**src/rtl/i2c_mst_ctrl_byte.sv**
```systemverilog
// Byte-level I2C master controller: sequences START / 8 data bits / ACK / STOP
// commands to a bit-level controller and reports completion or arbitration loss.
//
// state   | meaning
// --------+--------------------------------------------------------------
// IDLE    | waiting for an accepted byte command, core_cmd = NOP
// START   | bit controller generating START condition
// WRITE   | shifting sr[7] out, one bit per core_ack, cnt counts down
// READ    | shifting core_rxd into sr[0], one bit per core_ack
// ACK     | ACK slot: read slave ACK after a write, drive ack_in after a read
// STOP    | bit controller generating STOP condition
module i2c_mst_ctrl_byte #(
  parameter logic [3:0] CMD_NOP   = 4'b0000,
  parameter logic [3:0] CMD_START = 4'b0001,
  parameter logic [3:0] CMD_STOP  = 4'b0010,
  parameter logic [3:0] CMD_WRITE = 4'b0100,
  parameter logic [3:0] CMD_READ  = 4'b1000
) (
  input  logic       clk,
  input  logic       rstn,
  input  logic       ena,
  input  logic       start,
  input  logic       stop,
  input  logic       read,
  input  logic       write,
  input  logic       ack_in,
  input  logic [7:0] din,
  output logic       cmd_ack,
  output logic       ack_out,
  output logic [7:0] dout,
  output logic       al,
  output logic [3:0] core_cmd,
  output logic       core_txd,
  input  logic       core_ack,
  input  logic       core_al,
  input  logic       core_rxd
);

  typedef enum logic [2:0] {
    ST_IDLE, ST_START, ST_WRITE, ST_READ, ST_ACK, ST_STOP
  } state_t;

  state_t     state_q, state_d;
  logic [3:0] core_cmd_q, core_cmd_d;
  logic       core_txd_q, core_txd_d;
  logic       cmd_ack_q, cmd_ack_d;
  logic       al_q, al_d;
  logic       ack_out_q, ack_out_d;
  logic [7:0] dout_q, dout_d;
  logic [7:0] sr_q, sr_d;
  logic [2:0] cnt_q, cnt_d;
  logic       rd_q, rd_d;
  logic       go;
  logic       finish;

  assign go = ena & ~cmd_ack_q & ~al_q & (start | stop | read | write);

  always_ff @(posedge clk or negedge rstn) begin
    if (!rstn) begin
      state_q    <= ST_IDLE;
      core_cmd_q <= CMD_NOP;
      core_txd_q <= 1'b1;
      cmd_ack_q  <= 1'b0;
      al_q       <= 1'b0;
      ack_out_q  <= 1'b0;
      dout_q     <= 8'h00;
      sr_q       <= 8'h00;
      cnt_q      <= 3'd0;
      rd_q       <= 1'b0;
    end else begin
      state_q    <= state_d;
      core_cmd_q <= core_cmd_d;
      core_txd_q <= core_txd_d;
      cmd_ack_q  <= cmd_ack_d;
      al_q       <= al_d;
      ack_out_q  <= ack_out_d;
      dout_q     <= dout_d;
      sr_q       <= sr_d;
      cnt_q      <= cnt_d;
      rd_q       <= rd_d;
    end
  end

  always_comb begin
    state_d = state_q;
    if (core_al) begin
      state_d = ST_IDLE;
    end else begin
      case (state_q)
        ST_IDLE: begin
          if (go) begin
            if (start)      state_d = ST_START;
            else if (write) state_d = ST_WRITE;
            else if (read)  state_d = ST_READ;
            else            state_d = ST_STOP;
          end
        end
        ST_START: begin
          if (core_ack) begin
            if (write)     state_d = ST_WRITE;
            else if (read) state_d = ST_READ;
            else if (stop) state_d = ST_STOP;
            else           state_d = ST_IDLE;
          end
        end
        ST_WRITE, ST_READ: begin
          if (core_ack && cnt_q == 3'd0) state_d = ST_ACK;
        end
        ST_ACK: begin
          if (core_ack) state_d = stop ? ST_STOP : ST_IDLE;
        end
        ST_STOP: begin
          if (core_ack) state_d = ST_IDLE;
        end
        default: state_d = ST_IDLE;
      endcase
    end
  end

  // Any return to IDLE that is not caused by arbitration loss completes the byte.
  assign finish = ~core_al & (state_q != ST_IDLE) & (state_d == ST_IDLE);

  always_comb begin
    sr_d      = sr_q;
    cnt_d     = cnt_q;
    rd_d      = rd_q;
    dout_d    = dout_q;
    ack_out_d = ack_out_q;
    if (!core_al) begin
      case (state_q)
        ST_IDLE: begin
          if (go) begin
            sr_d  = din;
            cnt_d = 3'd7;
            rd_d  = read & ~write;
          end
        end
        ST_WRITE, ST_READ: begin
          if (core_ack) begin
            sr_d = {sr_q[6:0], (state_q == ST_READ) ? core_rxd : 1'b0};
            if (cnt_q != 3'd0) cnt_d = cnt_q - 3'd1;
          end
        end
        ST_ACK: begin
          if (core_ack) begin
            if (rd_q) dout_d    = sr_q;
            else      ack_out_d = core_rxd;
          end
        end
        default: ;
      endcase
    end

    case (state_d)
      ST_START: core_cmd_d = CMD_START;
      ST_WRITE: core_cmd_d = CMD_WRITE;
      ST_READ:  core_cmd_d = CMD_READ;
      ST_ACK:   core_cmd_d = rd_d ? CMD_WRITE : CMD_READ;
      ST_STOP:  core_cmd_d = CMD_STOP;
      default:  core_cmd_d = CMD_NOP;
    endcase

    core_txd_d = core_txd_q;
    if (state_d == ST_WRITE)         core_txd_d = sr_d[7];
    else if (state_d == ST_ACK && rd_d) core_txd_d = ack_in;

    cmd_ack_d = finish;
    al_d      = core_al;
  end

  assign cmd_ack  = cmd_ack_q;
  assign al       = al_q;
  assign ack_out  = ack_out_q;
  assign dout     = dout_q;
  assign core_cmd = core_cmd_q;
  assign core_txd = core_txd_q;

endmodule

```
**config.mk**
```make
export PLATFORM = sky130hd
export DESIGN_NAME = i2c_mst_ctrl_byte
export DESIGN_NICKNAME = d
export VERILOG_FILES = /design/src/rtl/i2c_mst_ctrl_byte.sv
export SDC_FILE = /design/constraint.sdc
export NUM_CORES = 1
export LEC_CHECK = 0
export ABC_AREA = 1
export ABC_CLOCK_PERIOD_IN_PS = 1750
export CAP_MARGIN = 10
export CORE_UTILIZATION = 40
export CTS_CLUSTER_SIZE = 8
export DETAILED_ROUTE_END_ITERATION = 12
export GPL_TIMING_DRIVEN = 0
export PLACE_DENSITY_LB_ADDON = 0.08
export SLEW_MARGIN = 25
export SYNTH_ARGS = -nofsm -noshare
export SYNTH_HDL_FRONTEND = slang
export SYNTH_SLANG_ARGS = --single-unit
```
**constraint.sdc**
```tcl
create_clock -name clk -period 1.75 [get_ports clk]
set_input_delay 0.2625 -clock clk [delete_from_list [all_inputs] [get_ports clk]]
set_output_delay 0.2625 -clock clk [all_outputs]
set_load 0.005 [all_outputs]
```
==> impl_metrics.prom <==
# TYPE chip_impl_metric gauge
chip_impl_metric{name="gp_routability_congestion",unit=""} 0.855
chip_impl_info{name="synth_ff_type",value="sky130_fd_sc_hd__dfrtp_1"} 1
chip_impl_metric{name="core",unit="µm²"} 4060
chip_impl_metric{name="net_switching",unit="µW"} 808
chip_impl_metric{name="dp_hpwl",unit="µm"} 2730
chip_impl_metric{name="power.switching_fraction",unit=""} 0.338
chip_impl_info{name="critical_path.reg2reg.startpoint",value="cnt_q[1]"} 1
chip_impl_info{name="critical_path.top_delay_family",value="simple AND/OR/NAND/NOR gates"} 1
chip_impl_info{name="worstPathCellList",value="inv_2 -> ha_4 -> inv_2 -> nor2_4 -> nand2_2 -> nand3_2 -> nand2_1 -> nor2_1 -> nand2_1 -> nand2_2 -> nand4_4 -> nand2_2 -> nand2_1 -> nand2_1"} 1
chip_impl_info{name="critPathSlowestCell",value="sky130_fd_sc_hd__dfrtp_1"} 1
chip_impl_metric{name="synth-seq-cells",unit=""} 31
chip_impl_metric{name="fin_setup_tns",unit="ns"} 0
chip_impl_metric{name="n_fill_cell",unit=""} 390
chip_impl_info{name="timing.critical_path.from_type",value="register"} 1
chip_impl_metric{name="antenna_violating_nets_post_route",unit=""} 0
chip_impl_metric{name="placementRows",unit=""} 23
chip_impl_metric{name="instances_no_fill",unit=""} 306
chip_impl_metric{name="synthMuxAreaShare",unit=""} 0.00661
chip_impl_metric{name="numPlacedInstances",unit=""} 292
chip_impl_metric{name="cpPeakStageDelay",unit="ns"} 0.37
chip_impl_metric{name="drv.max_cap_violation_count",unit=""} 0
chip_impl_metric{name="critical_path.n_buffers_inverters",unit=""} 2
chip_impl_metric{name="clockBufferDepth",unit=""} 2
chip_impl_metric{name="finalNetCount",unit=""} 276
chip_impl_info{name="ctsRootBufferMaster",value="sky130_fd_sc_hd__clkbuf_8"} 1
chip_impl_metric{name="rr_worst_depth",unit=""} 14
chip_impl_metric{name="powerDensity",unit="nW/µm²"} 1030
chip_impl_metric{name="synth_compound_area_frac",unit=""} 0.0954
chip_impl_metric{name="number_of_setup_violations_in_the_final_report",unit=""} 0
chip_impl_metric{name="number_of_buffer_cells_added_on_primary_ports",unit=""} 33
chip_impl_metric{name="grtUsageTotal",unit=""} 0.181
chip_impl_metric{name="clkSinkCount",unit=""} 31
chip_impl_metric{name="drive_above_1_share",unit=""} 0.250
chip_impl_metric{name="cts-htree-levels",unit=""} 2
chip_impl_info{name="hold_path_class",value="input pin to register"} 1
chip_impl_metric{name="period_needed",unit="ns"} 1.66
chip_impl_metric{name="timing.reg2reg.setup_slack",unit="ns"} 0.09
chip_impl_metric{name="clkTransAtPathRegs",unit="ns"} 0.06
chip_impl_info{name="grt_setup_unrepaired",value="yes"} 1
chip_impl_info{name="tritoncts",value="yes"} 1
chip_impl_metric{name="cellLeakagePower",unit="nW"} 1.10
chip_impl_info{name="synth_top_family_by_area",value="simple AND/OR/NAND/NOR gates"} 1
chip_impl_metric{name="placement.setup.worst_slack",unit="ns"} -0.340
chip_impl_metric{name="diodes",unit=""} 0
chip_impl_metric{name="clk-insertion-delay-late",unit="ns"} 0.28
chip_impl_metric{name="start_util",unit=""} 0.420
chip_impl_metric{name="multi_input_area",unit="µm²"} 823
chip_impl_info{name="r2r-end",value="core_txd"} 1
chip_impl_metric{name="netlist_instances",unit=""} 208
chip_impl_metric{name="cp_max_fo",unit=""} 5
chip_impl_metric{name="num_vias",unit=""} 1437
chip_impl_metric{name="synthArstFlopShare",unit=""} 1.00
chip_impl_metric{name="mappedNetlistArea",unit="µm²"} 1700
chip_impl_metric{name="floorplan.io_pins",unit=""} 35
chip_impl_metric{name="totalWireLength",unit="µm"} 3640
chip_impl_metric{name="relSlewSlack",unit=""} 0.761
chip_impl_metric{name="max_slew_violation_count",unit=""} 0
chip_impl_metric{name="drc_errors",unit=""} 0
chip_impl_info{name="layout.cells.most_common",value="sky130_fd_sc_hd__nand2_1"} 1
chip_impl_metric{name="syn-num-nets",unit=""} 229
chip_impl_info{name="holdCritStartpoint",value="core_al"} 1
chip_impl_metric{name="cts_made_buffers",unit=""} 5
chip_impl_info{name="critical_path.most_common_cell",value="sky130_fd_sc_hd__nand2_1"} 1
chip_impl_info{name="outcome",value="complete, no violations"} 1
chip_impl_metric{name="post_dr_vias_cell",unit=""} 4.70
chip_impl_metric{name="finalHoldViolations",unit=""} 0
chip_impl_metric{name="ys_types",unit=""} 30
chip_impl_metric{name="worstHoldPathCells",unit=""} 1
chip_impl_metric{name="power.sequential.fraction",unit=""} 0.405
chip_impl_metric{name="yosys_warnings",unit=""} 0
chip_impl_metric{name="layout.area.seq",unit="µm²"} 777
chip_impl_metric{name="timing.critical_path.required",unit="ns"} 1.96
chip_impl_metric{name="synthesized_area_fraction_occupied_by_and_or_nand_nor_cells",unit=""} 0.334
chip_impl_metric{name="grt_pass1_wl",unit="µm"} 5950
chip_impl_metric{name="cell_internal_pwr",unit="mW"} 1.58
chip_impl_metric{name="via_count_of_the_first_global_routing_pass",unit=""} 1356
chip_impl_metric{name="hold_slack",unit="ns"} 0.318
chip_impl_metric{name="cp.arrival",unit="ns"} 1.87
chip_impl_metric{name="grt_start_max_net_pins",unit=""} 22
chip_impl_metric{name="clock_power_share",unit=""} 0.236
chip_impl_metric{name="grt_antenna_before_repair",unit=""} 0
chip_impl_metric{name="synth-edff-count",unit=""} 0
chip_impl_metric{name="fp.dieArea",unit="µm²"} 4530
chip_impl_metric{name="dieHeight",unit="µm"} 67.3
chip_impl_metric{name="synth_xor_area_frac",unit=""} 0.00514
chip_impl_metric{name="p_r_area_growth_vs_syn",unit="%"} 35.7
chip_impl_metric{name="fin_ws",unit="ns"} 0.0879
chip_impl_metric{name="globalRoute.totalOverflow",unit=""} 0
chip_impl_metric{name="share_comb_of_total_power",unit=""} 0.358
chip_impl_metric{name="final.period_utilization",unit=""} 0.950
chip_impl_metric{name="drt-pass1-iter-count",unit=""} 4
chip_impl_metric{name="vdd_ir_drop_max",unit="µV"} 809
chip_impl_metric{name="die_w",unit="µm"} 67.3
chip_impl_metric{name="fin_skew",unit="ns"} 0.0111
chip_impl_info{name="hold_end",value="al"} 1
chip_impl_metric{name="fmaxAchievable",unit="MHz"} 602
chip_impl_metric{name="sequential_area_share_after_synthesis",unit=""} 0.456
chip_impl_info{name="worst_path_class_setup",value="register to register"} 1
chip_impl_metric{name="route.detailed.wl_per_inst",unit="µm"} 11.9
chip_impl_info{name="mostFrequentLayoutCells",value="sky130_fd_sc_hd__nand2_1, sky130_fd_sc_hd__dfrtp_1, sky130_fd_sc_hd__clkdlybuf4s50_1"} 1
chip_impl_metric{name="worst-slew-pin-transition",unit="ns"} 0.358
chip_impl_metric{name="yosys.area_share.adder",unit=""} 0.0147
chip_impl_metric{name="drt_iter0_markers",unit=""} 69
chip_impl_metric{name="syn_avg_cell_area",unit="µm²"} 8.19
chip_impl_info{name="worstSetupEndpointType",value="register"} 1
-- through the flow --
stage	power (mW)	cell area (µm²)	utilization
2_1_floorplan	1.46	1700	-
5_1_grt	2.57	2310	0.570
3_3_place_gp	1.76	2100	0.517
4_1_cts	2.35	2230	0.549
6_report	2.39	2310	0.570
3_5_place_dp	1.77	2120	0.522
-- state kept, by name (all words and copies together), names as in the netlist --
signal    cells
dout          8
rd_q          1
state_q       3
al            1
sr_q          8
cnt_q         3
cmd_ack       1
core_txd      1
ack_out       1
core_cmd      4
-- worst max-delay path by stage --
stage,start,end,slack (ns),cells after the start
2_1_floorplan,cnt_q[0],core_txd,0.23,15
3_3_place_gp,core_al,dout[6],-0.32,7
3_5_place_dp,core_al,dout[6],-0.34,7
4_1_cts,core_al,dout[6],0.009,7
5_1_grt,cnt_q[0],core_txd,-0.04,14
6_report,cnt_q[1],core_txd,0.09,14
-- kinds of logic (layout without fill, tap and decap cells) --
group                      Yosys count  count (layout)
and+or+nand+nor                    108             108
DFF                                 31              31
xor gates and xnor gates             1               1
adders and majority gates            2               2
muxes                                1               1
buffers and inverters               36              84
AOI/OAI and AO/OA                   29              29
-- timing repair --
action | 4_1_cts | 5_1_grt
buffers inserted | 0 | 5
setup endpoints to repair | 4 | 15
gates resized for setup | 2 | 13
hold buffers | 1 | 0
endpoints found under the hold margin | 10 | 0
pin swaps | 0 | 10
gates cloned | 0 | 0
-- cells in the mapped netlist, types with 2 or more instances --
cell type,count,area share
sky130_fd_sc_hd__nand2_4,3,0.020
sky130_fd_sc_hd__nand2_2,6,0.022
sky130_fd_sc_hd__inv_1,20,0.044
sky130_fd_sc_hd__buf_4,2,0.0088
sky130_fd_sc_hd__nand4_1,4,0.015
sky130_fd_sc_hd__o21ai_0,8,0.023
sky130_fd_sc_hd__o21ai_1,8,0.023
sky130_fd_sc_hd__ha_1,2,0.015
sky130_fd_sc_hd__nor3_1,4,0.012
sky130_fd_sc_hd__nor2_4,3,0.020
sky130_fd_sc_hd__dfrtp_1,30,0.44
sky130_fd_sc_hd__buf_2,2,0.0059
sky130_fd_sc_hd__inv_2,11,0.024
sky130_fd_sc_hd__nand3_2,2,0.012
sky130_fd_sc_hd__a21oi_1,10,0.029
sky130_fd_sc_hd__nand3_1,11,0.032
sky130_fd_sc_hd__nand2_1,45,0.099
sky130_fd_sc_hd__nor2_2,3,0.011
sky130_fd_sc_hd__nor2_1,23,0.051
-- layout make-up --
type / instances / share of cell area
clock inverters: 1 / 0.00216
flip-flops and latches: 31 / 0.336
inverters: 32 / 0.0541
multi-input cells: 141 / 0.356
clock buffers: 7 / 0.0373
well taps: 50 / 0.0271
repair buffers: 40 / 0.175
plain buffers: 4 / 0.0119
-- power groups by stage --
stage	logic (mW)	clock network, mW	registers [mW]
global placement	0.780	0	0.976
floorplan	0.483	0	0.975
CTS	0.803	0.583	0.966
global route	0.966	0.615	0.990
finish	0.856	0.564	0.968
detailed placement	0.794	0	0.979
-- per-layer routing --
metal	routed length (µm)	share of wire	track usage	vias to the layer above
li1	-	-	-	756
met1	1820	0.50	0.245	660
met2	1690	0.46	0.281	19
met3	101	0.028	0.0456	2
met4	23	0.0063	0.0559	0
met5	0	0	0	-
Power figures use the tool's default switching activity.
==> patch 1: new RTL, config.mk and constraints unchanged <==
Re-encode `state_t` (6 states) as one-hot, 6 bits wide.
--- a/src/rtl/i2c_mst_ctrl_byte.sv
+++ b/src/rtl/i2c_mst_ctrl_byte.sv
@@ -36,8 +36,8 @@
   input  logic       core_rxd
 );
 
-  typedef enum logic [2:0] {
-    ST_IDLE, ST_START, ST_WRITE, ST_READ, ST_ACK, ST_STOP
+  typedef enum logic [5:0] {
+    ST_IDLE = 6'b000001, ST_START = 6'b000010, ST_WRITE = 6'b000100, ST_READ = 6'b001000, ST_ACK = 6'b010000, ST_STOP = 6'b100000
   } state_t;
 
   state_t     state_q, state_d;
Formal check against the unedited RTL: same outputs for any inputs over 10 cycles, from zero or initial values and one cycle with rstn low; not proved beyond that.
==> patch 1 against the original RTL <==
Design area up 5.7%. Total power is 11% lower. Count of clock-buffer cells in the layout shrank 2. Routed wire length rose by 19%. Worst setup slack gained 0.0019 ns. Area after synthesis up 6.9%. Critical path depth fell by 5. Sequential cell count up 3. Sequential power is 8% higher. Via count increased by 11%.
==> patch 1: results (changes against the original RTL) <==
======================================================================
Cell area after placement ...............................     2240 um2   +5.7%
Drt initial violations ..................................          109   +58%
Top routing layer used ..................................         met4
Routed length on met2 ...................................      1970 um   +17%
Routed wire length on met3 ..............................       174 um   +72%
Actual transition at the worst max-transition pin .......     0.573 ns   +0.215 ns
First-pass GRT wire length ..............................      7250 um   +22%
Seq/Total Area, Yosys ...................................        0.468   +0.0125
Worst hold stages .......................................            3   +2
Final-stage net count ...................................          284   +2.9%
Switching power share of the total ......................        0.321   -0.0176
Run status .............................................. complete, no violations
Pin count of the biggest net entering global routing ....           20   -9.1%
CP delay by family, top ................................. buffers and inverters
Critical R2R Launch ..................................... state_q[2]$_DFF_PN0_
Reg-to-reg critical path endpoint ....................... dout[3]$_DFFE_PN0P_
Most area-consuming cells after synthesis ............... sky130_fd_sc_hd__dfrtp_1, sky130_fd_sc_hd__nand2_1, sky130_fd_sc_hd__nor2_1, sky130_fd_sc_hd__nand3_1, sky130_fd_sc_hd__inv_1
Met1 GRT Util ...........................................        0.287   +0.0425
GR Layer Usage met3 .....................................       0.0378   -0.00782
Post-placement worst setup slack ........................    -0.259 ns   +0.0808 ns
Final worst hold slack ..................................     0.364 ns   +0.0461 ns
Total Routing Usage GR ..................................        0.189   +0.00808
Mean instance size in the synthesized netlist ...........     8.47 um2   +3.4%
Hold Path End ........................................... state_q[1]$_DFF_PN0_
Via count of the first global-routing pass ..............         1447   +6.7%
Placed cell count .......................................          301   +3.1%
Worst EP arrival ........................................      1.82 ns   -0.05 ns
Beginning of the worst hold path ........................        start
Met2 GRT Util ...........................................        0.278   -0.00293
Detailed placement HPWL .................................      3190 um   +17%
Length of the first detailed-routing pass in iterations .            6   +2
Placer Congestion .......................................        0.867   +1.4%
Total leakage power .....................................      1.20 nW   +8.7%
Longest individual stage delay on the worst path ........      0.48 ns   +0.11 ns
Slowest cell on crit path ............................... sky130_fd_sc_hd__clkdlybuf4s50_1
Netlist cell types ......................................           32   +6.7%
Setup clock skew after layout ...........................   0.00866 ns   -0.00249 ns
Worst Reg-to-Reg Cells ..................................            5   -9
Worst vdd rail ir drop ..................................      1040 uV   +28%
Layout cell share with drive strength beyond 1 ..........        0.217   -0.0333
Non-filler instance count after layout ..................          315   +2.9%
Detailed-route wire length ..............................      4340 um   +19%
Highest net fanout along the worst path .................            8   +3
Number of nets in the synthesized netlist ...............          236   +3.1%
======================================================================
[patch 1: timing repair]
item                                    CTS  global route
hold buffers                              1             0
gates resized for setup                   1            20
endpoints found under the hold margin    13             0
cloned                                    0             1
pin swaps                                 0             8
setup buffers                             0             5
endpoints found under the setup margin    1            20
[patch 1: worst max-delay path by stage]
stage / start / to / cells after the start
floorplan: state_q[0]$_DFF_PN1_ / sr_q[6]$_DFFE_PN0P_ / 9
global placement: rstn / dout[3]$_DFFE_PN0P_ / 1
detailed placement: start / core_cmd[3]$_DFF_PN0_ / 10
CTS: state_q[1]$_DFF_PN0_ / dout[3]$_DFFE_PN0P_ / 5
global route: write / cnt_q[2]$_DFFE_PN0P_ / 10
finish: read / sr_q[3]$_DFFE_PN0P_ / 9
[patch 1: final cells by class]
| cell class | count | area (um2) |
|---|---|---|
| buffer | 4 | 31.3 |
| timing repair buffer | 41 | 410 |
| clock inverter | 2 | 10.0 |
| tap | 52 | 65.1 |
| multi-input combinational | 147 | 888 |
| fill | 408 | 1910 |
| inverter | 30 | 115 |
| clock buffer | 5 | 68.8 |
| sequential | 34 | 855 |
[patch 1: power groups by stage]
stage / Sequential [mW] / Combinational [mW] / Clock [mW]
after global routing: 1.07 / 0.632 / 0.590
after CTS: 1.05 / 0.514 / 0.558
final: 1.05 / 0.551 / 0.533
after detailed placement: 1.06 / 0.507 / 0
after floorplan: 1.03 / 0.338 / 0
after global placement: 1.06 / 0.491 / 0
[patch 1: logic make-up after synthesis]
| kind of cell | share of synthesized area |
|---|---|
| flops | 0.468 |
| buf+inv | 0.0755 |
| simple gates | 0.285 |
| mux | 0.0494 |
| fa+ha+maj | 0.0137 |
| compound gates | 0.108 |
==> patch 2: new RTL, same flow settings <==
Without the edit above. Reset style: synchronous (`rstn`), changed in one clocked block.
--- a/src/rtl/i2c_mst_ctrl_byte.sv
+++ b/src/rtl/i2c_mst_ctrl_byte.sv
@@ -55,7 +55,7 @@
 
   assign go = ena & ~cmd_ack_q & ~al_q & (start | stop | read | write);
 
-  always_ff @(posedge clk or negedge rstn) begin
+  always_ff @(posedge clk) begin
     if (!rstn) begin
       state_q    <= ST_IDLE;
       core_cmd_q <= CMD_NOP;
Function: differs if rstn is asserted again (counterexample within 4 cycles, from zero or initial values and one cycle with rstn low); with rstn held inactive, the same outputs for 10 cycles.
==> patch 2 against the original RTL <==
Sequential cell count stayed put. Hold slack better by 0.12 ns. Area after synthesis is 1.8% lower. Design area is 4.0% lower. Routed wire length is 6.4% higher. Worst setup slack better by 0.030 ns. Critical path type unchanged. Critical endpoint is now core_txd$_SDFFE_PN1P_. Largest cell class unchanged.
Power is not compared: it rests on default switching activity, and its combinational part moved more than twofold at a synthesized area within 25%.
==> patch 2: results (changes against the original RTL) <==
============================================================================
Post-synth ARST share .........................................            0   -1.00
Detailed placement HPWL .......................................      2890 um   +5.8%
Setup clock skew after layout .................................   0.00490 ns   -0.00625 ns
Fillers .......................................................          386   -1.0%
Final clock period utilization by the worst path ..............        0.933   -0.0173
Switching power ...............................................       456 uW
Worst R2R Setup Slack .........................................      0.12 ns   +0.03 ns
Critical R2R Launch ........................................... cnt_q[0]$_SDFFE_PN0P_
Via count of the first global-routing pass ....................         1402   +3.4%
Clock network power ...........................................       621 uW
Total design power ............................................      1.68 mW
Final worst hold slack ........................................     0.439 ns   +0.121 ns
Met1 GRT Util .................................................        0.265   +0.0200
Slowest cell on crit path ..................................... sky130_fd_sc_hd__dfxtp_1
GR Layer Usage met3 ...........................................       0.0479   +0.00234
Longest individual stage delay on the worst path ..............      0.31 ns   -0.06 ns
Met2 GRT Util .................................................        0.308   +0.0268
Final antenna diode count .....................................            0   unchanged
Netlist cell types ............................................           34   +13%
HP Class ...................................................... input pin to flop
Worst hold stages .............................................            3   +2
CP endpoint ................................................... core_txd$_SDFFE_PN1P_
Mean instance size in the synthesized netlist .................     7.89 um2   -3.7%
Run status .................................................... complete, no violations
First-pass GRT wire length ....................................      6470 um   +8.7%
Layout cell share with drive strength beyond 1 ................        0.224   -0.0265
Hold Path End ................................................. al$_SDFF_PN0_
Number of buffer cells added on primary ports .................           34   +3.0%
Placed cell count .............................................          296   +1.4%
Total Routing Usage GR ........................................        0.199   +0.0184
Synth Area in Compound Gates ..................................        0.186   +0.0908
Final-stage net count .........................................          275   -0.36%
Adder-cell share of the synthesized area ......................       0.0150   +0.000275
List of most frequent post-synthesis cells .................... sky130_fd_sc_hd__nand2_1, sky130_fd_sc_hd__dfxtp_1, sky130_fd_sc_hd__inv_1
Cell area after placement .....................................     2080 um2   -2.1%
Wire length on met1 ...........................................      1870 um   +2.2%
Drt initial violations ........................................          103   +49%
Seq/Total Area, Yosys .........................................        0.371   -0.0850
Placer Congestion .............................................        0.912   +6.7%
Detailed-route wire length ....................................      3870 um   +6.4%
Highest net fanout along the worst path .......................            4   -1
Wirelength per Cell ...........................................      12.7 um   +6.8%
Pin count of the biggest net entering global routing ..........           11   -50%
Number of nets in the synthesized netlist .....................          233   +1.7%
Headroom to the max-slew limit ................................        0.645   -0.116
Routed wire length on met3 ....................................       208 um   +110%
Most area-consuming cells after synthesis ..................... sky130_fd_sc_hd__dfxtp_1, sky130_fd_sc_hd__nand2_1, sky130_fd_sc_hd__a211oi_2, sky130_fd_sc_hd__inv_1, sky130_fd_sc_hd__nor2_1
Total leakage power ...........................................     0.959 nW
Vias ..........................................................         1494   +4.0%
Clock-pin transition on the worst setup and hold timing paths .      0.06 ns   about the same
Worst EP arrival ..............................................      1.79 ns   -0.08 ns
Post-placement worst setup slack ..............................    -0.357 ns   -0.0171 ns
Mux contribution to synthesized area ..........................      0.00598   -0.000624
============================================================================
[patch 2: cell count changes after synthesis, moves of 5 or more]
cell	before	now
sky130_fd_sc_hd__o21ai_1	8	2
sky130_fd_sc_hd__inv_1	20	25
sky130_fd_sc_hd__nand2_1	45	38
sky130_fd_sc_hd__dfxtp_1	0	31
sky130_fd_sc_hd__a21oi_1	10	15
sky130_fd_sc_hd__dfrtp_1	30	0
sky130_fd_sc_hd__a211oi_2	0	8
[patch 2: layout make-up]
type	instances	area [um2]	share of cell area
Timing Repair Buffer	35	352	0.158
Buffer	5	35.0	0.0158
Clock buffer	8	100	0.0451
Multi-Input combinational cell	143	923	0.416
Tap cell	50	62.6	0.0282
Inverter	33	126	0.0569
Sequential cell	31	621	0.280
[patch 2: what timing repair did]
| action | in CTS | in global routing |
|---|---|---|
| gates resized for setup | 1 | 11 |
| setup buffers | 0 | 1 |
| hold endpoints to repair | 0 | 0 |
| endpoints found under the setup margin | 1 | 13 |
| pin swaps | 0 | 3 |
